`src/rtl/kinase_assay_sequencer.sv`:
```
// rtl/kinase_assay_sequencer.sv - kinase assay recipe sequencer (valves + pumps); option macro KINASE_SEQ_FLUSH_EN
module kinase_assay_sequencer #(
    parameter int PHASE_DIV = 4,
    parameter int LOAD_PER  = 8,
    parameter int MIX_PER   = 16,
    parameter int INC_PER   = 64,
    parameter int ELUTE_PER = 8,
    parameter int FLUSH_PER = 8
) (
    input  logic        clk,
    input  logic        rst_n,
    input  logic        start,
    input  logic        abort,
    output logic        busy,
    output logic        done,
    output logic [2:0]  state,
    output logic [12:0] ctrl_a,
    output logic [3:0]  ctrl_s,
    output logic [2:0]  pump_a,
    output logic [1:0]  pump_b
);

    typedef enum logic [2:0] {
        S_IDLE     = 3'd0,
        S_LOAD_A   = 3'd1,
        S_LOAD_B   = 3'd2,
        S_MIX      = 3'd3,
        S_INCUBATE = 3'd4,
        S_ELUTE    = 3'd5,
        S_FLUSH    = 3'd6,
        S_DONE     = 3'd7
    } state_t;

    localparam int DIV_W = $clog2(PHASE_DIV + 1);
    localparam logic [DIV_W-1:0] DIV_LAST = DIV_W'(PHASE_DIV - 1);
    localparam logic [DIV_W-1:0] DIV_ONE  = DIV_W'(1);

    // Zero-length segments run one period, hence the clamp on the last index.
    localparam logic [15:0] LOAD_LAST  = (LOAD_PER  > 1) ? 16'(LOAD_PER  - 1) : 16'd0;
    localparam logic [15:0] MIX_LAST   = (MIX_PER   > 1) ? 16'(MIX_PER   - 1) : 16'd0;
    localparam logic [15:0] INC_LAST   = (INC_PER   > 1) ? 16'(INC_PER   - 1) : 16'd0;
    localparam logic [15:0] ELUTE_LAST = (ELUTE_PER > 1) ? 16'(ELUTE_PER - 1) : 16'd0;
    localparam logic [15:0] FLUSH_LAST = (FLUSH_PER > 1) ? 16'(FLUSH_PER - 1) : 16'd0;

`ifdef KINASE_SEQ_FLUSH_EN
    localparam state_t ABORT_TARGET = S_FLUSH;
    localparam state_t ELUTE_NEXT   = S_FLUSH;
`else
    localparam state_t ABORT_TARGET = S_IDLE;
    localparam state_t ELUTE_NEXT   = S_DONE;
`endif

    state_t           state_q, state_n;
    logic [DIV_W-1:0] div_q, div_n;
    logic [2:0]       phase_q, phase_n;
    logic [15:0]      per_q, per_n;
    logic [15:0]      per_last;
    logic             phase_end, seg_end, timed;

    always_comb begin
        per_last = 16'd0;
        case (state_q)
            S_LOAD_A, S_LOAD_B: per_last = LOAD_LAST;
            S_MIX:              per_last = MIX_LAST;
            S_INCUBATE:         per_last = INC_LAST;
            S_ELUTE:            per_last = ELUTE_LAST;
            S_FLUSH:            per_last = FLUSH_LAST;
            default:            per_last = 16'd0;
        endcase
    end

    always_comb begin
        state_n   = state_q;
        div_n     = div_q;
        phase_n   = phase_q;
        per_n     = per_q;
        timed     = (state_q != S_IDLE) && (state_q != S_DONE);
        phase_end = (div_q == DIV_LAST);
        seg_end   = phase_end && (phase_q == 3'd5) && (per_q == per_last);

        if (timed) begin
            if (phase_end) begin
                div_n = '0;
                if (phase_q == 3'd5) begin
                    phase_n = 3'd0;
                    per_n   = per_q + 16'd1;
                end else begin
                    phase_n = phase_q + 3'd1;
                end
            end else begin
                div_n = div_q + DIV_ONE;
            end
        end

        case (state_q)
            S_IDLE:     if (start && !abort) state_n = S_LOAD_A;
            S_LOAD_A:   if (seg_end) state_n = S_LOAD_B;
            S_LOAD_B:   if (seg_end) state_n = S_MIX;
            S_MIX:      if (seg_end) state_n = S_INCUBATE;
            S_INCUBATE: if (seg_end) state_n = S_ELUTE;
            S_ELUTE:    if (seg_end) state_n = ELUTE_NEXT;
            S_FLUSH:    if (seg_end) state_n = S_IDLE;
            S_DONE:     state_n = S_IDLE;
            default:    state_n = S_IDLE;
        endcase

        // FLUSH is the safe state, so an abort there just lets it finish.
        if (abort && (state_q != S_IDLE) && (state_q != S_FLUSH))
            state_n = ABORT_TARGET;

        if (state_n != state_q) begin
            div_n   = '0;
            phase_n = 3'd0;
            per_n   = 16'd0;
        end
    end

    logic [12:0] ctrl_a_n;
    logic [3:0]  ctrl_s_n;
    logic [2:0]  pump_a_n;
    logic [1:0]  pump_b_n;

    always_comb begin
        ctrl_a_n = 13'h1FFF;
        ctrl_s_n = 4'hF;
        pump_a_n = 3'b111;
        pump_b_n = 2'b11;
        case (state_n)
            S_LOAD_A: begin ctrl_a_n = 13'h1F7E; ctrl_s_n = 4'hE; end
            S_LOAD_B: begin ctrl_a_n = 13'h1EFD; ctrl_s_n = 4'hD; end
            S_MIX:    begin ctrl_a_n = 13'h007F; ctrl_s_n = 4'hF; end
            S_ELUTE:  begin ctrl_a_n = 13'h0FF3; ctrl_s_n = 4'hB; end
            S_FLUSH:  begin ctrl_a_n = 13'h1F83; ctrl_s_n = 4'h0; end
            default:  begin ctrl_a_n = 13'h1FFF; ctrl_s_n = 4'hF; end
        endcase
        if ((state_n == S_LOAD_A) || (state_n == S_LOAD_B) ||
            (state_n == S_ELUTE)  || (state_n == S_FLUSH)) begin
            case (phase_n)
                3'd0:    pump_a_n = 3'b011;
                3'd1:    pump_a_n = 3'b001;
                3'd2:    pump_a_n = 3'b101;
                3'd3:    pump_a_n = 3'b100;
                3'd4:    pump_a_n = 3'b110;
                3'd5:    pump_a_n = 3'b010;
                default: pump_a_n = 3'b111;
            endcase
        end
        if (state_n == S_MIX)
            pump_b_n = phase_n[0] ? 2'b01 : 2'b10;
    end

    always_ff @(posedge clk or negedge rst_n) begin
        if (!rst_n) begin
            state_q <= S_IDLE;
            div_q   <= '0;
            phase_q <= 3'd0;
            per_q   <= 16'd0;
            busy    <= 1'b0;
            done    <= 1'b0;
            ctrl_a  <= 13'h1FFF;
            ctrl_s  <= 4'hF;
            pump_a  <= 3'b111;
            pump_b  <= 2'b11;
        end else begin
            state_q <= state_n;
            div_q   <= div_n;
            phase_q <= phase_n;
            per_q   <= per_n;
            busy    <= (state_n != S_IDLE);
            done    <= (state_n == S_DONE);
            ctrl_a  <= ctrl_a_n;
            ctrl_s  <= ctrl_s_n;
            pump_a  <= pump_a_n;
            pump_b  <= pump_b_n;
        end
    end

    assign state = state_q;

endmodule

```
`config.mk`:
```
export PLATFORM = sky130hd
export DESIGN_NAME = kinase_assay_sequencer
export DESIGN_NICKNAME = d
export VERILOG_FILES = /design/src/rtl/kinase_assay_sequencer.sv
export SDC_FILE = /design/constraint.sdc
export NUM_CORES = 1
export LEC_CHECK = 0
export ABC_AREA = 0
export CELL_PAD_IN_SITES_DETAIL_PLACEMENT = 2
export CELL_PAD_IN_SITES_GLOBAL_PLACEMENT = 2
export CORE_MARGIN = 2
export CORE_UTILIZATION = 31
export CTS_BUF_LIST = sky130_fd_sc_hd__clkbuf_16
export DETAILED_ROUTE_END_ITERATION = 10
export PLACE_DENSITY = 0.72
export SYNTH_ARGS = -nofsm -noshare
export SYNTH_HDL_FRONTEND = slang
export SYNTH_SLANG_ARGS = --single-unit
```
`constraint.sdc`:
```
create_clock -name clk -period 2.2 [get_ports clk]
set_input_delay 0.44 -clock clk [delete_from_list [all_inputs] [get_ports clk]]
set_output_delay 0.44 -clock clk [all_outputs]
set_load 0.03 [all_outputs]
```
==> impl_metrics.json, run 1 <==
{
  "status": "complete, but fails checks",
  "violations": "setup timing",
  "numPortBuffers": 30,
  "num_vias": 2194,
  "grt_pass1_vias": 2408,
  "dieArea_um2": 8448,
  "ys_seq_elements": 44,
  "cts_tree": "done",
  "ctsHoldBuffers": 0,
  "worst_pin_slew_ns": 0.5299,
  "place_ws_ns": -0.1518,
  "n_antenna_cell": 0,
  "finalSetupViolCount": 33,
  "clock-sinks": 44,
  "n_fill_cell": 810,
  "busiest_layer": "met2",
  "clkSlewWorstSetupHoldPaths_ns": 0.06,
  "core_um2": 7607,
  "rsz0062_at_grt": "yes",
  "totalWireLength_mm": 8.399,
  "cp-start-kind": "flop",
  "mostFrequentLayoutCells": "buf_4 (48), nor2_1 (37), clkdlybuf4s50_1 (29)",
  "place_congestion": 0.7536,
  "grt_pass1_wl_mm": 12.88,
  "post-route-period-util": 1.060,
  "drive_gt1_frac": 0.3313,
  "maxSlewViolCount": 0,
  "grt_max_degree": 25,
  "cp-end-kind": "flop",
  "area_growth_pct": 41.62,
  "maxCapViolations": 0,
  "die_y_um": 91.92,
  "ioPinCount": 31,
  "hpwl_mm": 5.576,
  "hp-class": "in -> async",
  "h-tree-depth": 2,
  "antenna_found_initial": 0,
  "synth_edf_count": 0,
  "arrival_ns": 2.54,
  "max-slew-margin-rel": 0.6467,
  "viasPerCell": 5.162,
  "track_usage": 0.1955,
  "crit_type": "reg -> reg",
  "met3_usage": 0.02958,
  "cp_max_fo": 7,
  "async_reset_ff_frac": 1.000,
  "overflow": 0,
  "die_x_um": 91.92,
  "clockRootBuffer": "clkbuf_16",
  "drc": 0,
  "fin_ws_ns": -0.1329,
  "firstDrtPassIters": 4,
  "row_count": 32,
  "synth_flop_cell": "dfrtp_1",
  "cts_buffer_depth": 2,
  "seq_area_frac_synth": 0.4684,
  "yosysWarnings": 0,
  "ys_types": 52,
  "period_needed_ns": 2.333,
  "dp_cells": 406,
  "avgSynthCellArea_um2": 9.584,
  "fin_cells": 425,
  "regArea_um2": 1126,
  "netlist_instances": 250,
  "grt_util_met2": 0.3817,
  "cts_made_buffers": 5,
  "synthesis.area_um2": 2396,
  "initialDrtViolationCount": 71,
  "final_hold_viol_count": 0,
  "power_density_nw_per_um2": 554.6,
  "critical_path_required_ns": 2.40,
  "start_util": 0.3150,
  "ir_drop_uv": 313.2,
  "layout.nets": 328,
  "postRouteAntennaNets": 0,
  "synth_fp_nets": 256,
  "avgRoutedWirePerCell_um": 19.76,
  "p_leak_nw": 1.473,
  "grt_use_met1": 0.2160,
  "layout.cells.most_common": "buf_4",
  "multi_input_area_um2": 1222,
  "fmax_mhz": 428.7,
  "clock_latency_ns": 0.29,
  "clock-skew-final_ns": 0.006922
}
state kept, by name, indices dropped and copies added (netlist names):
register,cells
ctrl_a,8
done,1
div_q,3
pump_a,3
phase_q,3
ctrl_s,4
state,3
pump_b,2
per_q,16
busy,1
cell type report:
cell class | count | share of cell area
Clock buffer | 5 | 0.03687
Clock inverter | 3 | 0.01143
Inverter | 4 | 0.004425
Timing Repair Buffer | 83 | 0.2176
Sequential cell | 44 | 0.3319
Tap cell | 102 | 0.03761
Multi-Input combinational cell | 184 | 0.3603
stage by stage:
stage / hold WS, ns / cell area (um2) / TNS (ns) / util / total power [mW]
2_1_floorplan: 0.1444 / 2434 / -0.1846 / - / 0.9329
3_3_place_gp: 0.4254 / 3065 / -0.03284 / 0.4030 / 1.016
3_5_place_dp: 0.4406 / 3065 / -0.5839 / 0.4030 / 1.024
4_1_cts: 0.1316 / 3299 / -0.01368 / 0.4337 / 1.891
5_1_grt: 0.1452 / 3393 / -4.263 / 0.4461 / 1.948
6_report: 0.1155 / 3393 / -1.400 / 0.4461 / 1.882
Yosys cell counts (all sizes together) (2+ instances only):
cell type,n,area share
or3,6,0.018
and4,2,0.0073
xor2,11,0.040
ha,2,0.010
a221oi,4,0.022
nand2,21,0.033
clkbuf,3,0.0047
inv,4,0.0063
o22ai,2,0.0052
dfstp,17,0.19
nand4,3,0.0078
a21o,3,0.0094
nor3b,3,0.0094
nand3,11,0.023
nor2,42,0.068
nand2b,3,0.0078
xnor2,9,0.033
a21oi,4,0.0084
dfrtp,27,0.28
nor2b,2,0.0052
nor4,4,0.010
o211ai,2,0.0063
buf,15,0.043
and3,5,0.015
o21ai,12,0.025
mux2i,4,0.017
nor3,12,0.029
per-layer routing:
metal / vias up / wire, um / part of all wire
met2: 50 / 4642 / 0.55
met1: 1118 / 3283 / 0.39
met5: - / 0 / 0
li1: 1008 / - / -
met3: 18 / 263 / 0.031
met4: 0 / 210 / 0.025
kinds of logic (layout without fill, tap and decap cells):
logic type               count (synthesis)  in the layout  synth area share
AND/OR/NAND/NOR                        122            122            0.2632
XOR/XNOR                                20             20           0.07311
multiplexers                             5              5           0.02141
flip-flops                              44             44            0.4684
adder cells (fa/ha/maj)                  2              2           0.01044
AO/OA/AOI/OAI                           35             35            0.1091
buffers and inverters                   22             95           0.05431
final timing paths:
| path | startpoint | endpoint | slack, ns | cells past startpoint |
|---|---|---|---|---|
| hold / removal | rst_n | busy$_DFF_PN0_ | 0.12 | 1 |
| setup / recovery | state[0]$_DFF_PN0_ | ctrl_a[1]$_DFF_PN1_ | -0.13 | 8 |
| min in group clk | div_q[1]$_DFFE_PN0P_ | div_q[1]$_DFFE_PN0P_ | 0.54 | 2 |
| hold reg to reg | div_q[1]$_DFFE_PN0P_ | div_q[1]$_DFFE_PN0P_ | 0.54 | 2 |
| setup reg to reg | state[0]$_DFF_PN0_ | ctrl_a[1]$_DFF_PN1_ | -0.13 | 8 |
| max in group asynchronous | rst_n | state[1]$_DFF_PN0_ | 1.57 | 2 |
worst max-delay path, stage by stage (launching register included):
cell and delay (ns):
dfrtp_2 0.45, buf_6 0.13, nand2_1 0.04, a21o_1 0.19, a222oi_1 0.51, buf_4 0.26, or3_4 0.18, a221oi_4 0.08
or4_1 0.41
timing repair:
| action | in CTS | in global routing |
|---|---|---|
| endpoints found under the setup margin | 37 | 35 |
| resized for setup | 6 | 10 |
| pin swaps | 1 | 3 |
| buffers inserted | 5 | 6 |
| cloned | 0 | 0 |
| hold endpoints to repair | 0 | 0 |
report_power, final:
| group | total (mW) | switching (mW) | internal [mW] |
|---|---|---|---|
| clock network | 0.853 | 0.322 | 0.530 |
| registers | 0.836 | 0.00917 | 0.827 |
| logic | 0.193 | 0.111 | 0.0821 |
| total | 1.88 | 0.442 | 1.44 |
No activity file was read; power rests on OpenSTA's default activity.
==> run 2, diff against run 1 <==
Settings changed: TNS_END_PERCENT set to 100.
==> results of run 2 <==
Same layout as run 1: the final DEF is identical, and so are final timing and power.
==> run 3, diff against run 2 <==
Settings changed: HOLD_SLACK_MARGIN set to 0.03.
==> results of run 3 <==
Same layout as run 1: the final DEF is identical, and so are final timing and power.
